--- src/rtl/pipelined_adder.sv ---
// Pipelined adder/subtractor with a valid/ready stream interface.
// Each stage adds one CHUNK-bit slice and passes its carry to the next stage.
module pipelined_adder #(
  parameter int unsigned WIDTH = 8,
  parameter int unsigned CHUNK = 4
) (
  input  logic             clk,
  input  logic             rst,
  input  logic             in_valid,
  output logic             in_ready,
  input  logic [WIDTH-1:0] A,
  input  logic [WIDTH-1:0] B,
  input  logic             Cin,
  input  logic             Sub,
  output logic             out_valid,
  input  logic             out_ready,
  output logic [WIDTH-1:0] S,
  output logic             Cout,
  output logic             Ovf
);

  localparam int unsigned STAGES = WIDTH / CHUNK;
  localparam int unsigned LAST   = STAGES - 1;
  localparam int unsigned CW     = CHUNK + 1;

  if (WIDTH < 1 || CHUNK < 1 || (WIDTH % CHUNK) != 0) begin : g_param_check
    $error("pipelined_adder: WIDTH must be >= 1 and a multiple of CHUNK");
  end

  // Per-stage state: x holds finished sum slices below and A slices above,
  // y holds the effective B operand, cy the carry out of the stage's slice.
  logic [STAGES-1:0] vld_q;
  logic [STAGES-1:0] cy_q;
  logic [WIDTH-1:0]  x_q [STAGES];
  logic [WIDTH-1:0]  y_q [STAGES];
  logic              ovf_q;

  logic [WIDTH-1:0]  x_in  [STAGES];
  logic [WIDTH-1:0]  y_in  [STAGES];
  logic [WIDTH-1:0]  x_d   [STAGES];
  logic [CW-1:0]     sum_d [STAGES];
  logic [STAGES-1:0] c_in;
  logic [STAGES-1:0] c_d;
  logic              ovf_d;
  logic              advance;

  assign advance  = !vld_q[LAST] || out_ready;
  assign in_ready = advance;

  // Slice adders; stage 0 takes the prepared operands straight from the inputs.
  always_comb begin
    x_in[0] = A;
    y_in[0] = Sub ? ~B : B;
    c_in[0] = Sub | Cin;
    for (int k = 1; k < STAGES; k++) begin
      x_in[k] = x_q[k-1];
      y_in[k] = y_q[k-1];
      c_in[k] = cy_q[k-1];
    end
    for (int k = 0; k < STAGES; k++) begin
      sum_d[k] = CW'(x_in[k][k*CHUNK +: CHUNK]) + CW'(y_in[k][k*CHUNK +: CHUNK])
               + CW'(c_in[k]);
      x_d[k] = x_in[k];
      x_d[k][k*CHUNK +: CHUNK] = sum_d[k][CHUNK-1:0];
      c_d[k] = sum_d[k][CHUNK];
    end
    // Carry into the MSB recovered from the MSB operand and sum bits.
    ovf_d = x_in[LAST][WIDTH-1] ^ y_in[LAST][WIDTH-1] ^ x_d[LAST][WIDTH-1] ^ c_d[LAST];
  end

  // Whole pipeline moves together; a stalled output freezes every stage.
  always_ff @(posedge clk or posedge rst) begin
    if (rst) begin
      vld_q <= '0;
      cy_q  <= '0;
      ovf_q <= 1'b0;
      for (int k = 0; k < STAGES; k++) begin
        x_q[k] <= '0;
        y_q[k] <= '0;
      end
    end else if (advance) begin
      vld_q[0] <= in_valid;
      for (int k = 1; k < STAGES; k++) begin
        vld_q[k] <= vld_q[k-1];
      end
      for (int k = 0; k < STAGES; k++) begin
        x_q[k] <= x_d[k];
        y_q[k] <= y_in[k];
      end
      cy_q  <= c_d;
      ovf_q <= ovf_d;
    end
  end

  assign out_valid = vld_q[LAST];
  assign S         = x_q[LAST];
  assign Cout      = cy_q[LAST];
  assign Ovf       = ovf_q;

endmodule

--- config.mk ---
export PLATFORM = sky130hd
export DESIGN_NAME = pipelined_adder
export DESIGN_NICKNAME = d
export VERILOG_FILES = /design/src/rtl/pipelined_adder.sv
export SDC_FILE = /design/constraint.sdc
export NUM_CORES = 1
export LEC_CHECK = 0
export ABC_AREA = 1
export CELL_PAD_IN_SITES_DETAIL_PLACEMENT = 1
export CELL_PAD_IN_SITES_GLOBAL_PLACEMENT = 1
export CORE_ASPECT_RATIO = 1.4
export CORE_MARGIN = 4
export CORE_UTILIZATION = 36
export DETAILED_ROUTE_END_ITERATION = 10
export PLACE_DENSITY_LB_ADDON = 0.05
export REMOVE_ABC_BUFFERS = 1
export SLEW_MARGIN = 20
export SYNTH_ARGS = -nofsm -noshare
export SYNTH_HDL_FRONTEND = slang
export SYNTH_SLANG_ARGS = --single-unit
--- constraint.sdc ---
create_clock -name clk -period 1.8 [get_ports clk]
set_input_delay 0.36 -clock clk [delete_from_list [all_inputs] [get_ports clk]]
set_output_delay 0.36 -clock clk [all_outputs]
set_load 0.03 [all_outputs]
==> results.json, run 1 <==
{
  "path_class": "input pin to flip-flop",
  "ys_types": 21,
  "synth-seq-area-share": 0.4509,
  "fp.dieH_um": 81.46,
  "setup.worst_path.start_class": "input pin",
  "crit_slowest_cell": "fa_2",
  "crit_arrival_ns": 1.90,
  "crit_chain": "clkdlybuf4s15_1 -> or2_4 -> fa_2 -> fa_2 -> buf_4 -> o21ai_2 -> o21ai_2",
  "skew_ns": 0.004415,
  "areaGrowthSynthToFinish_pct": 34.08,
  "pwr-share-clk": 0.160,
  "netlist_area_um2": 1388,
  "syn_area_per_cell_um2": 8.952,
  "wirelength_mm": 3.238,
  "clkTransAtPathRegs_ns": 0.08,
  "gr-usage-met3": 0.02201,
  "pwr-share-seq": 0.384,
  "min_path_type": "input pin to async pin",
  "yosys.area.top_type": "dfrtp_1",
  "path_max_fanout": 2,
  "num_rows": 26,
  "die_w_um": 60.47,
  "yosysTopAreaCellShare": 0.4509,
  "layout.cells.most_common_list": "54 x nand2_1, 29 x clkdlybuf4s50_1, 25 x dfrtp_1",
  "slew_viol_final": 0,
  "drt_iter0_drc": 36,
  "grt-ovfl-total": 0,
  "hold-worst-slack_ns": 0.3582,
  "pwr-share-comb": 0.456,
  "start_util": 0.3775,
  "slew_headroom": 0.7831,
  "final_area_um2": 1861,
  "p_leak_nw": 0.8941,
  "dr.pass1.iters": 4,
  "drive_gt1_frac": 0.1735,
  "postPlaceCellArea_um2": 1788,
  "tritoncts": "done",
  "cts_made_buffers": 3,
  "period_needed_ns": 1.733,
  "p_int_mw": 1.268,
  "grt_pass1_vias": 1261,
  "syn_inst": 155,
  "maxCapViolations": 0,
  "critPathCaptureType": "flip-flop",
  "antenna_cells": 0,
  "dp_hpwl_mm": 2.566,
  "ys_seq_elements": 25,
  "grt_start_max_net_pins": 25,
  "power_per_cell_area_nw_per_um2": 1102,
  "gr-usage-all-layers": 0.1483,
  "clock_path_buffers": 2,
  "root_buffer": "clkbuf_8",
  "gr-max-usage-layer": "met2",
  "fp.dieArea_um2": 4926,
  "ys_warn_count": 0,
  "p_total_mw": 2.050,
  "wl_per_cell_um": 13.61,
  "cp.required_ns": 1.96,
  "crit_family": "adder cells",
  "status": "finished, final reports clean",
  "critical_path.max_stage_delay_ns": 0.40,
  "antenna_found_initial": 0,
  "hold_viol": 0,
  "pin_count": 34,
  "via_per_inst": 4.723,
  "fin_crit_sh": 0.9629,
  "htreeDepth": 1,
  "layout_commonest_cell": "nand2_1",
  "num_vias": 1124,
  "grt_pass1_wl_mm": 5.499,
  "insertion_delay_ns": 0.26,
  "ant_nets": 0,
  "worst_pin_slew_ns": 0.3243,
  "postLayoutCoreUtil": 0.5061,
  "post-route-drc-count": 0,
  "nNetsFinal": 229,
  "io_buffers": 33,
  "grtUsageMet2": 0.2781,
  "p_sw_mw": 0.7820,
  "gp_congestion": 0.7344,
  "ir_worst_vdd_mv": 0.7462,
  "setup_viol": 0,
  "rsz0062_at_grt": "no",
  "tns_ns": 0,
  "switching_share": 0.3814,
  "max_freq_ghz": 0.5770,
  "synth_area_leaders": "dfrtp_1 45%, nand2_1 15%, fa_1 5.8%, ha_1 5.4%, o21ai_0 4.0%",
  "core_area_um2": 3676,
  "clock_sinks": 25,
  "cp.buffers_inverters": 2,
  "grt_util_met1": 0.1711
}
final timing paths:
kind	startpoint	cells after the start	end	slack, ns
worst max-delay path	Cin	7	x_d[2]$_DFFE_PP0P_	0.07
worst min-delay path	rst	2	x_d[2]$_DFFE_PP0P_	0.36
worst max register to register	x_in[4]$_DFFE_PP0P_	10	Ovf$_DFFE_PP0P_	0.18
worst min register to register	vld_q[0]$_DFFE_PP0P_	2	vld_q[1]$_DFFE_PP0P_	0.48
max in group asynchronous	rst	3	cy_q[1]$_DFFE_PP0P_	0.97
min in group clk	vld_q[0]$_DFFE_PP0P_	2	vld_q[1]$_DFFE_PP0P_	0.48
through the flow:
stage	setup WS, ns	std cells
5_1_grt	0.009868	238
2_1_floorplan	-0.1131	149
3_3_place_gp	-0.6434	233
6_report	0.06682	238
4_1_cts	0.004881	238
3_5_place_dp	-0.8139	233
state kept, by name, indices dropped and copies added, names as in the netlist:
name	count
x_in	4
Ovf	1
cy_q	2
x_d	4
vld_q	2
S	8
y_in	4
cells by family (layout without fill, tap and decap cells):
| kind of cell | Yosys count | in the layout | share of synthesized area |
|---|---|---|---|
| buf+inv | 21 | 62 | 0.08385 |
| fa+ha+maj | 10 | 10 | 0.1118 |
| xor+xnor | 8 | 8 | 0.05049 |
| compound gates | 20 | 20 | 0.09107 |
| flops | 25 | 25 | 0.4509 |
| simple gates | 71 | 71 | 0.2119 |
metal layers:
metal  share of wire  up-vias
met5               0        -
met2            0.56       29
li1                -      560
met3           0.044        4
met1            0.39      531
met4          0.0096        0
power groups by stage:
stage,combinational (mW),sequential [mW],clock [mW]
finish,0.936,0.787,0.328
global route,1.04,0.807,0.361
CTS,0.949,0.791,0.352
detailed placement,0.933,0.801,0
global placement,0.903,0.794,0
floorplan,0.368,0.974,0
what timing repair did:
item / 4_1_cts / 5_1_grt
pin swaps: 6 / 2
resized for setup: 16 / 1
setup buffers: 1 / 0
hold buffers: 0 / 0
endpoints found under the setup margin: 4 / 3
Yosys cell counts, drive strengths merged:
master,n
ha,6
or2,2
nand2,55
xnor2,4
dfrtp,25
a21oi,3
xor2,4
fa,4
inv,15
nand3b,1
nor2,6
nand3,7
buf,6
o21ai,17
final cells by class:
type | count | area (µm²)
fillers | 465 | 1815
multi-input cells | 109 | 671.9
flip-flops and latches | 25 | 625.6
repair buffers | 43 | 409.1
inverters | 15 | 56.30
well taps | 42 | 52.55
clock buffers | 4 | 45.04
Note: power is estimated with default switching activity, not from simulation.
==> run 2, diff against run 1 <==
- CORE_UTILIZATION: 36 -> 38
- CTS_BUF_LIST: unset -> sky130_fd_sc_hd__clkbuf_8
- RECOVER_POWER: unset -> 50
==> results.json, run 2 (synthesis gave the netlist of run 1 again) <==
{
  "slew_headroom": 0.5757,
  "layout.cells.most_common_list": "55 x nand2_1, 27 x clkdlybuf4s50_1, 25 x dfrtp_1",
  "largest_reg_flops": 8,
  "htreeDepth": 1,
  "cp.buffers_inverters": 2,
  "hold-worst-slack_ns": 0.4772,
  "instances_no_fill": 234,
  "drive_gt1_frac": 0.1392,
  "num_vias": 1129,
  "core_area_um2": 3441,
  "grt_pass1_vias": 1289,
  "gr-usage-all-layers": 0.1598,
  "areaGrowthSynthToFinish_pct": 31.83,
  "root_buffer": "clkbuf_8",
  "regArea_um2": 625.6,
  "nNetsFinal": 227,
  "grt-ovfl-total": 0,
  "path_max_fanout": 2,
  "fin_crit_sh": 0.9544,
  "dr.pass1.iters": 3,
  "io_buffers": 33,
  "ant_nets": 0,
  "setup_viol": 0,
  "cp.required_ns": 1.96,
  "placed_cells": 230,
  "skew_ns": 0.002372,
  "rsz0062_at_grt": "no",
  "tritoncts": "done",
  "hold_viol": 0,
  "cts_made_buffers": 3,
  "antenna_found_initial": 0,
  "status": "finished, final reports clean",
  "num_rows": 25,
  "pin_count": 34,
  "p_leak_nw": 0.8875,
  "slew_viol_final": 0,
  "critPathCaptureType": "flip-flop",
  "clock_sinks": 25,
  "critical_path.max_stage_delay_ns": 0.39,
  "path_class": "input pin to flip-flop",
  "crit_family": "adder cells",
  "fillers": 413,
  "via_per_inst": 4.825,
  "die_w_um": 59.07,
  "cts_setup_buffers": 0,
  "clkTransAtPathRegs_ns": 0.08,
  "multi_input_area_um2": 674.4,
  "crit_slowest_cell": "fa_2",
  "period_needed_ns": 1.718,
  "start_util": 0.4033,
  "fp.dieArea_um2": 4696,
  "worst_pin_slew_ns": 0.6364,
  "crit_chain": "dlygate4sd2_1 -> xor2_2 -> fa_2 -> fa_2 -> nand2_1 -> inv_2 -> o21ai_2 -> a21oi_2",
  "maxCapViolations": 0,
  "grt_pass1_wl_mm": 5.720,
  "ir_worst_vdd_mv": 0.6258,
  "post-route-drc-count": 0,
  "max_freq_ghz": 0.5821,
  "path_common_cell": "fa_2",
  "min_path_type": "flip-flop to flip-flop",
  "crit_arrival_ns": 1.87,
  "gp_congestion": 0.7156,
  "grt_start_max_net_pins": 26,
  "insertion_delay_ns": 0.26,
  "power_per_cell_area_nw_per_um2": 1115,
  "wirelength_mm": 3.195,
  "layout_commonest_cell": "nand2_1",
  "dp_hpwl_mm": 2.504,
  "drt_iter0_drc": 25,
  "wl_per_cell_um": 13.65,
  "antenna_cells": 0,
  "reg2reg_setup_slack_ns": 0.12,
  "clock_path_buffers": 2,
  "fp.dieH_um": 79.50,
  "setup.worst_path.start_class": "input pin"
}
==> run 2: worst paths after layout <==
kind | depth (start not counted) | endpoint | start
worst max-delay path | 8 | cy_q[0]$_DFFE_PP0P_ | B[0]
worst min-delay path | 2 | vld_q[1]$_DFFE_PP0P_ | vld_q[0]$_DFFE_PP0P_
worst max register to register | 10 | Ovf$_DFFE_PP0P_ | x_in[4]$_DFFE_PP0P_
worst min register to register | 2 | vld_q[1]$_DFFE_PP0P_ | vld_q[0]$_DFFE_PP0P_
max in group asynchronous | 3 | x_in[6]$_DFFE_PP0P_ | rst
min in group asynchronous | 3 | S[7]$_DFFE_PP0P_ | rst
==> run 2: layout make-up <==
cell class,count,share of cell area
timing repair buffer,41,0.2066
inverter,15,0.03078
clock inverter,1,0.002052
sequential,25,0.3420
multi-input combinational,109,0.3687
clock buffer,3,0.02257
tap,40,0.02736
==> run 2: per-layer routing <==
metal | routed length (µm) | up-vias | global-route usage
met4 | 25 | 0 | 0.04082
li1 | - | 556 | -
met3 | 167 | 2 | 0.03722
met2 | 1791 | 28 | 0.3031
met5 | 0 | - | 0
met1 | 1210 | 543 | 0.1711
==> run 2: stage by stage <==
step / setup slack, ns / setup TNS (ns) / power (mW) / util / cell area (µm²)
after floorplan: -0.1131 / -0.1636 / 1.342 / - / 1328
after global placement: -0.6197 / -1.839 / 1.686 / 0.5131 / 1765
after detailed placement: -0.6960 / -2.203 / 1.731 / 0.5131 / 1765
after CTS: 0.01990 / 0 / 2.084 / 0.5353 / 1842
after global routing: 0.009349 / 0 / 2.201 / 0.5316 / 1829
final: 0.08216 / 0 / 2.040 / 0.5316 / 1829
==> run 2: power by group <==
group | switching (mW) | total, mW | leakage, nW | internal, mW
clock network | 0.169 | 0.322 | 0.0269 | 0.152
logic | 0.540 | 0.931 | 0.561 | 0.391
registers | 0.0783 | 0.788 | 0.300 | 0.709
total | 0.787 | 2.04 | 0.888 | 1.25
==> run 2: repair_timing <==
item                                    4_1_cts  5_1_grt
pin swaps                                     6        2
resized for setup                            18        2
hold buffers                                  0        0
endpoints found under the setup margin        4        4
==> run 2: worst reg2reg max path, stage by stage (launching register included) <==
cell     delay [ns]
dfrtp_1        0.42
fa_2           0.43
inv_1          0.08
fa_1           0.19
inv_1          0.07
nand2_1        0.08
nand2_1        0.06
nand2_1        0.07
nand2_1        0.06
nand3_1        0.08
nand2_1        0.06
